<file path="config.mk">
export PLATFORM = sky130hd
export DESIGN_NAME = ofm_tx_sched
export DESIGN_NICKNAME = d
export VERILOG_FILES = /design/src/rtl/ofm_pkg.sv /design/src/rtl/ofm_stat_cnt.sv /design/src/rtl/ofm_tx_sched.sv
export SDC_FILE = /design/constraint.sdc
export NUM_CORES = 1
export LEC_CHECK = 0
export CAP_MARGIN = 20
export CORE_MARGIN = 2
export CORE_UTILIZATION = 40
export CTS_CLUSTER_DIAMETER = 80
export DETAILED_ROUTE_END_ITERATION = 8
export PLACE_DENSITY = 0.83
export SYNTH_ARGS = -nofsm -noshare
export SYNTH_HDL_FRONTEND = slang
export SYNTH_HIERARCHICAL = 1
export SYNTH_SLANG_ARGS = --single-unit
export TNS_END_PERCENT = 50
</file>
<file path="constraint.sdc">
create_clock -name tx_clk -period 4 [get_ports tx_clk]
set_input_delay 0.8 -clock tx_clk [delete_from_list [all_inputs] [get_ports tx_clk]]
set_output_delay 0.8 -clock tx_clk [all_outputs]
set_load 0.02 [all_outputs]
</file>
<file path="src/rtl/ofm_pkg.sv">
// ofm_pkg: shared types and field layout for the OFM transmit scheduler.
//   - ofm_state_e     : scheduler FSM states
//   - DESC_*          : descriptor word layout (length, drop flag)
//   - BEAT_*          : data beat layout {tlast, tkeep, tdata}
//   - OFM_MAX_LEN_DEF : default maximum legal frame length in bytes
//   - last_tkeep()    : byte-enable mask for the final beat of a frame
//   - beats_of()      : number of 8-byte beats covering a byte length
package ofm_pkg;

  typedef enum logic [1:0] {
    ST_IDLE = 2'd0,
    ST_LOAD = 2'd1,
    ST_XFER = 2'd2,
    ST_DROP = 2'd3
  } ofm_state_e;

  localparam int unsigned OFM_MAX_LEN_DEF = 9600;

  localparam int unsigned DESC_W        = 34;
  localparam int unsigned DESC_LEN_LSB  = 0;
  localparam int unsigned DESC_LEN_W    = 16;
  localparam int unsigned DESC_DROP_BIT = 33;

  localparam int unsigned BEAT_W         = 73;
  localparam int unsigned BEAT_TDATA_LSB = 0;
  localparam int unsigned BEAT_TDATA_W   = 64;
  localparam int unsigned BEAT_TKEEP_LSB = 64;
  localparam int unsigned BEAT_TKEEP_W   = 8;
  localparam int unsigned BEAT_TLAST_BIT = 72;

  localparam int unsigned BCNT_W = 13;

  // A zero remainder means the last beat is completely full.
  function automatic logic [7:0] last_tkeep(input logic [2:0] rem);
    if (rem == 3'd0) begin
      last_tkeep = 8'hFF;
    end else begin
      last_tkeep = 8'((9'd1 << rem) - 9'd1);
    end
  endfunction

  function automatic logic [BCNT_W-1:0] beats_of(input logic [15:0] len);
    beats_of = BCNT_W'(({1'b0, len} + 17'd7) >> 3);
  endfunction

endpackage

</file>
<file path="src/rtl/ofm_stat_cnt.sv">
// ofm_stat_cnt: 32-bit saturating event counter.
//   clk_i  : clock
//   rst_ni : asynchronous active-low reset, clears the count
//   inc_i  : count one event this cycle
//   cnt_o  : current count, holds at all-ones
module ofm_stat_cnt (
  input  logic        clk_i,
  input  logic        rst_ni,
  input  logic        inc_i,
  output logic [31:0] cnt_o
);

  logic [31:0] cnt_q;

  always_ff @(posedge clk_i or negedge rst_ni) begin
    if (!rst_ni) begin
      cnt_q <= '0;
    end else if (inc_i && (cnt_q != '1)) begin
      cnt_q <= cnt_q + 32'd1;
    end
  end

  assign cnt_o = cnt_q;

endmodule

</file>
<file path="src/rtl/ofm_tx_sched.sv">
// ofm_tx_sched: moves frames from a beat FIFO to the MAC TX FIFO under
// control of a per-frame descriptor FIFO, trimming/terminating each frame
// at the descriptor length and discarding dropped or malformed frames.
//   tx_clk, sys_rst_n            : clock, async active-low reset
//   sched_en                     : allow new descriptors to be taken
//   ctrl_fifo_rdata/empty/rden   : descriptor FIFO (FWFT) {drop, -, len}
//   data_fifo_rdata/empty/rden   : beat FIFO (FWFT) {tlast, tkeep, tdata}
//   tx_fifo_wdata/wren/afull     : MAC-side TX FIFO, same beat format
//   busy                         : scheduler not idle
//   stat_tx_frames/drop/len_err  : saturating statistics
module ofm_tx_sched
  import ofm_pkg::*;
#(
  parameter int unsigned C_MAX_LEN = OFM_MAX_LEN_DEF
) (
  input  logic              tx_clk,
  input  logic              sys_rst_n,
  input  logic              sched_en,
  input  logic [DESC_W-1:0] ctrl_fifo_rdata,
  input  logic              ctrl_fifo_empty,
  output logic              ctrl_fifo_rden,
  input  logic [BEAT_W-1:0] data_fifo_rdata,
  input  logic              data_fifo_empty,
  output logic              data_fifo_rden,
  output logic [BEAT_W-1:0] tx_fifo_wdata,
  output logic              tx_fifo_wren,
  input  logic              tx_fifo_afull,
  output logic              busy,
  output logic [31:0]       stat_tx_frames,
  output logic [31:0]       stat_drop_frames,
  output logic [31:0]       stat_len_err
);

  localparam logic [16:0] MAX_LEN = 17'(C_MAX_LEN);

  ofm_state_e        state_q, state_d;
  logic [15:0]       len_q, len_d;
  logic              drop_q, drop_d;
  logic [BCNT_W-1:0] rem_q, rem_d;
  logic              from_load_q, from_load_d;

  logic              in_tlast;
  logic              last_cnt;
  logic              fire;
  logic              len_bad;
  logic              inc_tx, inc_drop, inc_lerr;
  logic [BEAT_W-1:0] beat_out;
  logic              unused_desc_bits;

  assign unused_desc_bits = ^ctrl_fifo_rdata[32:16];

  assign in_tlast = data_fifo_rdata[BEAT_TLAST_BIT];
  assign last_cnt = (rem_q == BCNT_W'(1));
  assign fire     = !data_fifo_empty && !tx_fifo_afull;
  assign len_bad  = drop_q || (len_q == '0) || ({1'b0, len_q} > MAX_LEN);

  always_ff @(posedge tx_clk or negedge sys_rst_n) begin
    if (!sys_rst_n) begin
      state_q     <= ST_IDLE;
      len_q       <= '0;
      drop_q      <= 1'b0;
      rem_q       <= '0;
      from_load_q <= 1'b0;
    end else begin
      state_q     <= state_d;
      len_q       <= len_d;
      drop_q      <= drop_d;
      rem_q       <= rem_d;
      from_load_q <= from_load_d;
    end
  end

  always_comb begin
    state_d        = state_q;
    len_d          = len_q;
    drop_d         = drop_q;
    rem_d          = rem_q;
    from_load_d    = from_load_q;
    ctrl_fifo_rden = 1'b0;
    data_fifo_rden = 1'b0;
    tx_fifo_wren   = 1'b0;
    inc_tx         = 1'b0;
    inc_drop       = 1'b0;
    inc_lerr       = 1'b0;

    case (state_q)
      ST_IDLE: begin
        // The FWFT head is captured on the popping edge; in LOAD the FIFO
        // output already shows the following descriptor. The pop strobe
        // is gated by reset because IDLE is also the reset state.
        if (sched_en && !ctrl_fifo_empty) begin
          ctrl_fifo_rden = sys_rst_n;
          len_d          = ctrl_fifo_rdata[DESC_LEN_LSB +: DESC_LEN_W];
          drop_d         = ctrl_fifo_rdata[DESC_DROP_BIT];
          state_d        = ST_LOAD;
        end
      end

      ST_LOAD: begin
        rem_d       = beats_of(len_q);
        from_load_d = len_bad;
        state_d     = len_bad ? ST_DROP : ST_XFER;
      end

      ST_XFER: begin
        data_fifo_rden = fire;
        tx_fifo_wren   = fire;
        if (fire) begin
          rem_d = rem_q - BCNT_W'(1);
          if (last_cnt) begin
            if (in_tlast) begin
              inc_tx  = 1'b1;
              state_d = ST_IDLE;
            end else begin
              // Source frame runs long: terminate here, discard the rest.
              inc_lerr    = 1'b1;
              from_load_d = 1'b0;
              state_d     = ST_DROP;
            end
          end else if (in_tlast) begin
            inc_tx   = 1'b1;
            inc_lerr = 1'b1;
            state_d  = ST_IDLE;
          end
        end
      end

      ST_DROP: begin
        data_fifo_rden = !data_fifo_empty;
        if (!data_fifo_empty && in_tlast) begin
          inc_drop = from_load_q;
          state_d  = ST_IDLE;
        end
      end

      default: state_d = ST_IDLE;
    endcase
  end

  always_comb begin
    beat_out = data_fifo_rdata;
    if (last_cnt) begin
      beat_out[BEAT_TLAST_BIT]                  = 1'b1;
      beat_out[BEAT_TKEEP_LSB +: BEAT_TKEEP_W]  = last_tkeep(len_q[2:0]);
    end
  end

  assign tx_fifo_wdata = tx_fifo_wren ? beat_out : '0;
  assign busy          = (state_q != ST_IDLE);

  ofm_stat_cnt u_stat_tx (
    .clk_i  (tx_clk),
    .rst_ni (sys_rst_n),
    .inc_i  (inc_tx),
    .cnt_o  (stat_tx_frames)
  );

  ofm_stat_cnt u_stat_drop (
    .clk_i  (tx_clk),
    .rst_ni (sys_rst_n),
    .inc_i  (inc_drop),
    .cnt_o  (stat_drop_frames)
  );

  ofm_stat_cnt u_stat_lerr (
    .clk_i  (tx_clk),
    .rst_ni (sys_rst_n),
    .inc_i  (inc_lerr),
    .cnt_o  (stat_len_err)
  );

endmodule

</file>
==> impl_metrics.yaml, run 1 <==
sta:
  layout_min_cycle_time_ps: 3870
  setup_violations: 0
  worstMarginPinSlew_ps: 1020
  skew_ps: 12.3
  fin_crit_sh_pct: 96.7
  slew_violations: 0
  fin_tns_setup_ps: 0
  fmax_mhz: 258
  rsz0062_at_grt: "false"
  worst_slack_ps: 131
  hold_violations: 0
  relSlewSlack_pct: 31.3
pwr:
  p_int_mw: 3.10
  p_total_mw: 4.72
  combinationalPowerShare_pct: 29.4
  seqPwrFrac_pct: 39.1
  switching_share_pct: 34.4
  p_switching_mw: 1.62
  clockPowerShare_pct: 31.5
  leakage_nw: 4.33
  power_density_mw_per_mm2: 435
  peakVddDrop_uv: 271
synth:
  yosys-top-cells-area: "dfrtp_1 44%, xnor2_1 8.9%, and2_1 5.8%, nand4_1 4.0%, mux2_2 3.2%"
  synth_seq_area_share_pct: 43.8
  synth_edf_count: 0
  synth-seq-cells: 129
  syn_area_per_cell_um2: 9.89
  ys_async_sr_fraction_pct: 100
  synth_cell_types: 67
  yosys_warnings: 6
  syn_area_mm2: 0.00737
  syn_inst: 745
  yosys_most_used_dff: "dfrtp_1"
  yosysTopAreaCell: "dfrtp_1"
  synth_top_area_share_pct: 43.8
  syn_nets: 866
floorplan:
  die_w_um: 140
  core_area_mm2: 0.0180
  die_area_mm2: 0.0195
  pin_count: 286
  initial_core_util_pct: 40.9
  placementRows: 49
  fp.dieH_um: 140
setup_path:
  startpoint_type: "flop"
  cp.required_ps: 3200
  cp_max_fo: 15
  cp_cell_sequence: "or4_4, nor4_4, nand3_4, clkinv_4, nor2_1, a311oi_1, clkdlybuf4s50_1"
  path_delay_family: "simple AND/OR/NAND/NOR gates"
  regToRegSetupSlack_ps: 610
  cp.arrival_ps: 3070
  worst-path-stages: 7
  critPathCaptureType: "output pin"
  crit_type: "reg -> out"
  r2r_cells: 10
  slowest_delay_ps: 660
  worst_path_max_delay_cell: "clkdlybuf4s50_1"
  cp_num_buf_inv: 2
global_routing:
  overflow: 0
  grt_use_total_pct: 21.4
  antenna_found_initial: 0
  grt_pass1_wl_um: 34100
  grt_pass1_vias: 6568
  grt_max_degree: 69
place:
  pre_cts_slack_ps: 190
  dp_hpwl_um: 15600
  numPortBuffers: 268
  place_congestion: 0.924
  placed_cell_area_mm2: 0.0103
clocking:
  hold_buffers: 0
  cts_sinks: 129
  clkTransAtPathRegs_ps: 60
  ctsLongestPathBuffers: 2
  cts_tree: "done"
  cts_resized: 0
  clk_latency_ps: 420
  cts_buffers: 17
  post_cts.repair.setup_buffers: 0
  cts-root-buf: "clkbuf_16"
  h-tree-depth: 4
layout:
  final_cell_mix: "267 x clkdlybuf4s50_1, 129 x dfrtp_1, 75 x xnor2_1"
  drive_above_1_share_pct: 9.78
  final_util_pct: 60.3
  syn_to_final_growth_pct: 47.5
  nNetsFinal: 1141
  final_area_mm2: 0.0109
  diodes: 0
  layout_commonest_cell: "clkdlybuf4s50_1"
drt:
  firstDrtPassIters: 5
  routedWlPerCell_um: 16.8
  route.final.wire_length_um: 21200
  drc: 0
  vias_per_cell: 5.35
  drtAntennaViolNets: 0
  via_count: 6752
  drt_iter0_drc: 374
hold_path:
  holdPathStages: 1
  hold_path_class: "reg -> reg"
flow_run:
  maxCapViolations: 0
outcome:
  status: "complete, no violations"
[layout make-up]
cell class | instances | area [um^2]
Timing Repair Buffer | 278 | 2770
Inverter | 15 | 61.3
Tap cell | 229 | 287
Fill cell | 1537 | 7160
Clock buffer | 19 | 443
Sequential cell | 129 | 3230
Multi-Input combinational cell | 579 | 3950
Clock inverter | 13 | 125
[cell usage after synthesis, types with 3 or more instances]
master / n
a211oi_1: 7
a21oi_1: 22
a31oi_1: 5
and2_1: 68
and3_1: 8
and4_1: 11
buf_2: 4
buf_6: 3
clkbuf_1: 13
dfrtp_1: 129
ha_1: 8
inv_1: 14
mux2_2: 21
nand2_1: 57
nand2b_1: 4
nand3_1: 46
nand4_1: 47
nand4_2: 3
nor2_1: 59
nor2b_1: 3
nor3_1: 15
nor3_2: 5
nor4_1: 16
nor4_2: 3
nor4_4: 3
o211ai_1: 5
o21ai_0: 8
or3_1: 3
or4_4: 6
xnor2_1: 75
xor2_1: 26
[path summary, 6_finish.rpt]
check / startpoint / endpoint
max: rem_q[7]$_DFFE_PN0P_ / tx_fifo_wdata[65]
min: u_stat_tx/cnt_o[31]$_DFFE_PN0P_ / u_stat_tx/cnt_o[31]$_DFFE_PN0P_
max reg2reg: rem_q[7]$_DFFE_PN0P_ / u_stat_lerr/cnt_o[27]$_DFFE_PN0P_
min reg2reg: u_stat_tx/cnt_o[31]$_DFFE_PN0P_ / u_stat_tx/cnt_o[31]$_DFFE_PN0P_
max in group asynchronous: sys_rst_n / len_q[11]$_DFFE_PN0P_
min in group asynchronous: sys_rst_n / u_stat_drop/cnt_o[25]$_DFFE_PN0P_
[through the flow]
| step | hold slack [ps] | std cells |
|---|---|---|
| 2_1_floorplan | 475 | 745 |
| 3_3_place_gp | 483 | 1230 |
| 3_5_place_dp | 497 | 1230 |
| 4_1_cts | 505 | 1262 |
| 5_1_grt | 519 | 1262 |
| 6_report | 503 | 1262 |
[sequential cells by signal, summed over array words and instances (netlist names)]
signal,flops
state_q,2
rem_q,13
len_q,16
u_stat_drop/cnt_o,32
u_stat_tx/cnt_o,32
u_stat_lerr/cnt_o,32
drop_q,1
from_load_q,1
[routing by layer]
| metal | global-route usage, % | part of all wire [%] | wire [um] | vias up |
|---|---|---|---|---|
| li1 | - | - | - | 3213 |
| met1 | 28.5 | 45 | 9440 | 3268 |
| met2 | 34.5 | 48 | 10100 | 238 |
| met3 | 4.65 | 5.6 | 1180 | 33 |
| met4 | 7.79 | 2.2 | 459 | 0 |
| met5 | 0 | 0 | 0 | - |
[power groups by stage]
stage	Combinational, mW	Clock, mW	Sequential, mW
3_5_place_dp	1.39	0	1.86
3_3_place_gp	1.35	0	1.84
4_1_cts	1.40	1.53	1.84
5_1_grt	1.52	1.59	1.89
6_report	1.39	1.49	1.85
2_1_floorplan	0.845	0	1.80
[cells by family after synthesis]
family	share of synthesized area, %
simple gates	29.3
flops	43.8
xor+xnor	12.0
compound gates	7.18
buf+inv	2.55
mux	3.79
fa+ha+maj	1.36
Note: power is estimated with default switching activity, not from simulation.
==> run 2, diff against run 1 <==
Settings changed: CAP_MARGIN 20 to 15, DONT_BUFFER_PORTS set to 1, PLACE_DENSITY 0.83 to 0.63, SETUP_SLACK_MARGIN set to 0.5.
==> run 2 against run 1 <==
Effect of this change:
- first-iteration DRC count fell by 20%
- sequential power rose by 4%
- fmax rose by 9.6%
- final area fell by 25%
- critical path depth fell by 1
- clock power rose by 8%
- register-to-register slack improved by 120 ps
- wire length fell by 16%
- final cell count fell by 22%
- critical path type unchanged
- largest power group unchanged
==> impl_metrics.yaml, run 2 (synthesis results as in run 1) <==
sta:
  slew_violations: 0
  relSlewSlack_pct: 33.4
  hold_violations: 0
  layout_min_cycle_time_ps: 3530
  skew_ps: 9.65
  worstMarginPinSlew_ps: 990
  fmax_mhz: 283
  rsz0062_at_grt: "true"
  setup_violations: 0
  whs_ps: 67.9
  fin_tns_setup_ps: 0
  fin_crit_sh_pct: 88.2
setup_path:
  cp.arrival_ps: 2730
  startpoint_type: "flop"
  worst-path-stages: 6
  cp_cell_sequence: "or4_4, nor4_4, nand3_4, clkinv_4, nor2_1, a211oi_1"
  regToRegSetupSlack_ps: 730
  worstReg2RegEnd: "u_stat_lerr/cnt_o[29]$_DFFE_PN0P_"
  cp_max_fo: 15
  cp.required_ps: 3200
  crit_type: "reg -> out"
  worst_path_max_delay_cell: "a211oi_1"
  path_delay_family: "simple AND/OR/NAND/NOR gates"
  critPathCaptureType: "output pin"
  cp_num_buf_inv: 1
  r2r_cells: 10
  regToRegStartpoint: "rem_q[7]$_DFFE_PN0P_"
  slowest_delay_ps: 600
floorplan:
  initial_core_util_pct: 40.9
  placementRows: 49
  fp.dieH_um: 140
  core_area_mm2: 0.0180
  die_w_um: 140
  pin_count: 286
  die_area_mm2: 0.0195
drt:
  vias_per_cell: 5.72
  drc: 0
  routedWlPerCell_um: 18.0
  route.final.wire_length_um: 17800
  via_count: 5649
  drt_iter0_drc: 300
  firstDrtPassIters: 5
  drtAntennaViolNets: 0
layout:
  final_cell_mix: "129 x dfrtp_1, 75 x xnor2_1, 68 x and2_1"
  multi_input_area_mm2: 0.00397
  num-fill-cells: 1675
  final-seq-area_mm2: 0.00323
  layout_commonest_cell: "dfrtp_1"
  syn_to_final_growth_pct: 11.1
  nNetsFinal: 866
  drive_above_1_share_pct: 12.7
global_routing:
  grt_max_degree: 131
  antenna_found_initial: 1
  grt_pass1_vias: 5268
  overflow: 0
  grt_pass1_wl_um: 28500
  grt_use_total_pct: 18.1
clocking:
  clkTransAtPathRegs_ps: 60
  clk_latency_ps: 420
  ctsLongestPathBuffers: 2
  h-tree-depth: 4
  cts_buffers: 17
  cts_sinks: 129
  cts_tree: "done"
  cts-root-buf: "clkbuf_16"
place:
  dp_hpwl_um: 12900
  place_congestion: 0.836
  numPortBuffers: 0
hold_path:
  hold_path_class: "in -> async"
pwr:
  power_density_mw_per_mm2: 546
  peakVddDrop_uv: 324
  p_total_mw: 4.47
  leakage_nw: 3.34
outcome:
  status: "complete, no violations"
flow_run:
  maxCapViolations: 0
==> run 2: cell count changes in the layout (fill, tap and decap cells not counted), sizes merged <==
cell           change
clkdlybuf4s50    -267
buf                -8
inv                -3
bufinv             +2
clkbuf             +2
clkinvlp           -1
diode              +1
==> run 2: routing by layer <==
layer | vias up | global-route usage, % | part of all wire [%]
met1 | 2749 | 24.6 | 45
met3 | 18 | 5.92 | 6.7
met2 | 195 | 27.7 | 47
met4 | 0 | 5.21 | 1.2
li1 | 2687 | - | -
met5 | - | 0 | 0
==> run 2: cell type report <==
type | instances | area share [%]
diodes | 1 | 0.0306
clock buffers | 21 | 5.63
clock inverters | 11 | 1.85
inverters | 15 | 0.749
multi-input cells | 579 | 48.5
flip-flops and latches | 129 | 39.4
well taps | 229 | 3.50
repair buffers | 3 | 0.275
==> run 2: worst max path at each step <==
stage / slack, ps / to / start
global route: 380 / tx_fifo_wdata[68] / rem_q[7]$_DFFE_PN0P_
floorplan: 850 / tx_fifo_wdata[65] / data_fifo_empty
finish: 470 / tx_fifo_wdata[68] / rem_q[7]$_DFFE_PN0P_
detailed placement: 530 / u_stat_lerr/cnt_o[29]$_DFFE_PN0P_ / rem_q[7]$_DFFE_PN0P_
CTS: 490 / tx_fifo_wdata[68] / rem_q[7]$_DFFE_PN0P_
global placement: 530 / u_stat_lerr/cnt_o[29]$_DFFE_PN0P_ / rem_q[7]$_DFFE_PN0P_
==> run 2: metrics by stage <==
| stage | instance area, um^2 | worst slack (ps) | util, % | instances |
|---|---|---|---|---|
| after global routing | 8180 | 383 | 45.4 | 987 |
| after global placement | 7550 | 531 | 41.9 | 955 |
| after CTS | 8170 | 485 | 45.3 | 987 |
| after floorplan | 7370 | 846 | - | 745 |
| final | 8180 | 470 | 45.4 | 988 |
| after detailed placement | 7550 | 530 | 41.9 | 955 |
==> run 2: power breakdown <==
part | leakage (nW) | switching (mW) | internal [mW] | total, mW
clock | 0.298 | 0.588 | 1.02 | 1.61
combinational | 1.34 | 0.537 | 0.409 | 0.946
sequential | 1.70 | 0.395 | 1.52 | 1.92
total | 3.34 | 1.52 | 2.95 | 4.47
==> run 2: repair_timing <==
action                                  in CTS  in global routing
cloned                                       0                  0
hold endpoints to repair                     0                  0
resized for setup                            2                  2
setup buffers                                0                  0
endpoints found under the setup margin       5                  4
hold buffers                                 0                  0
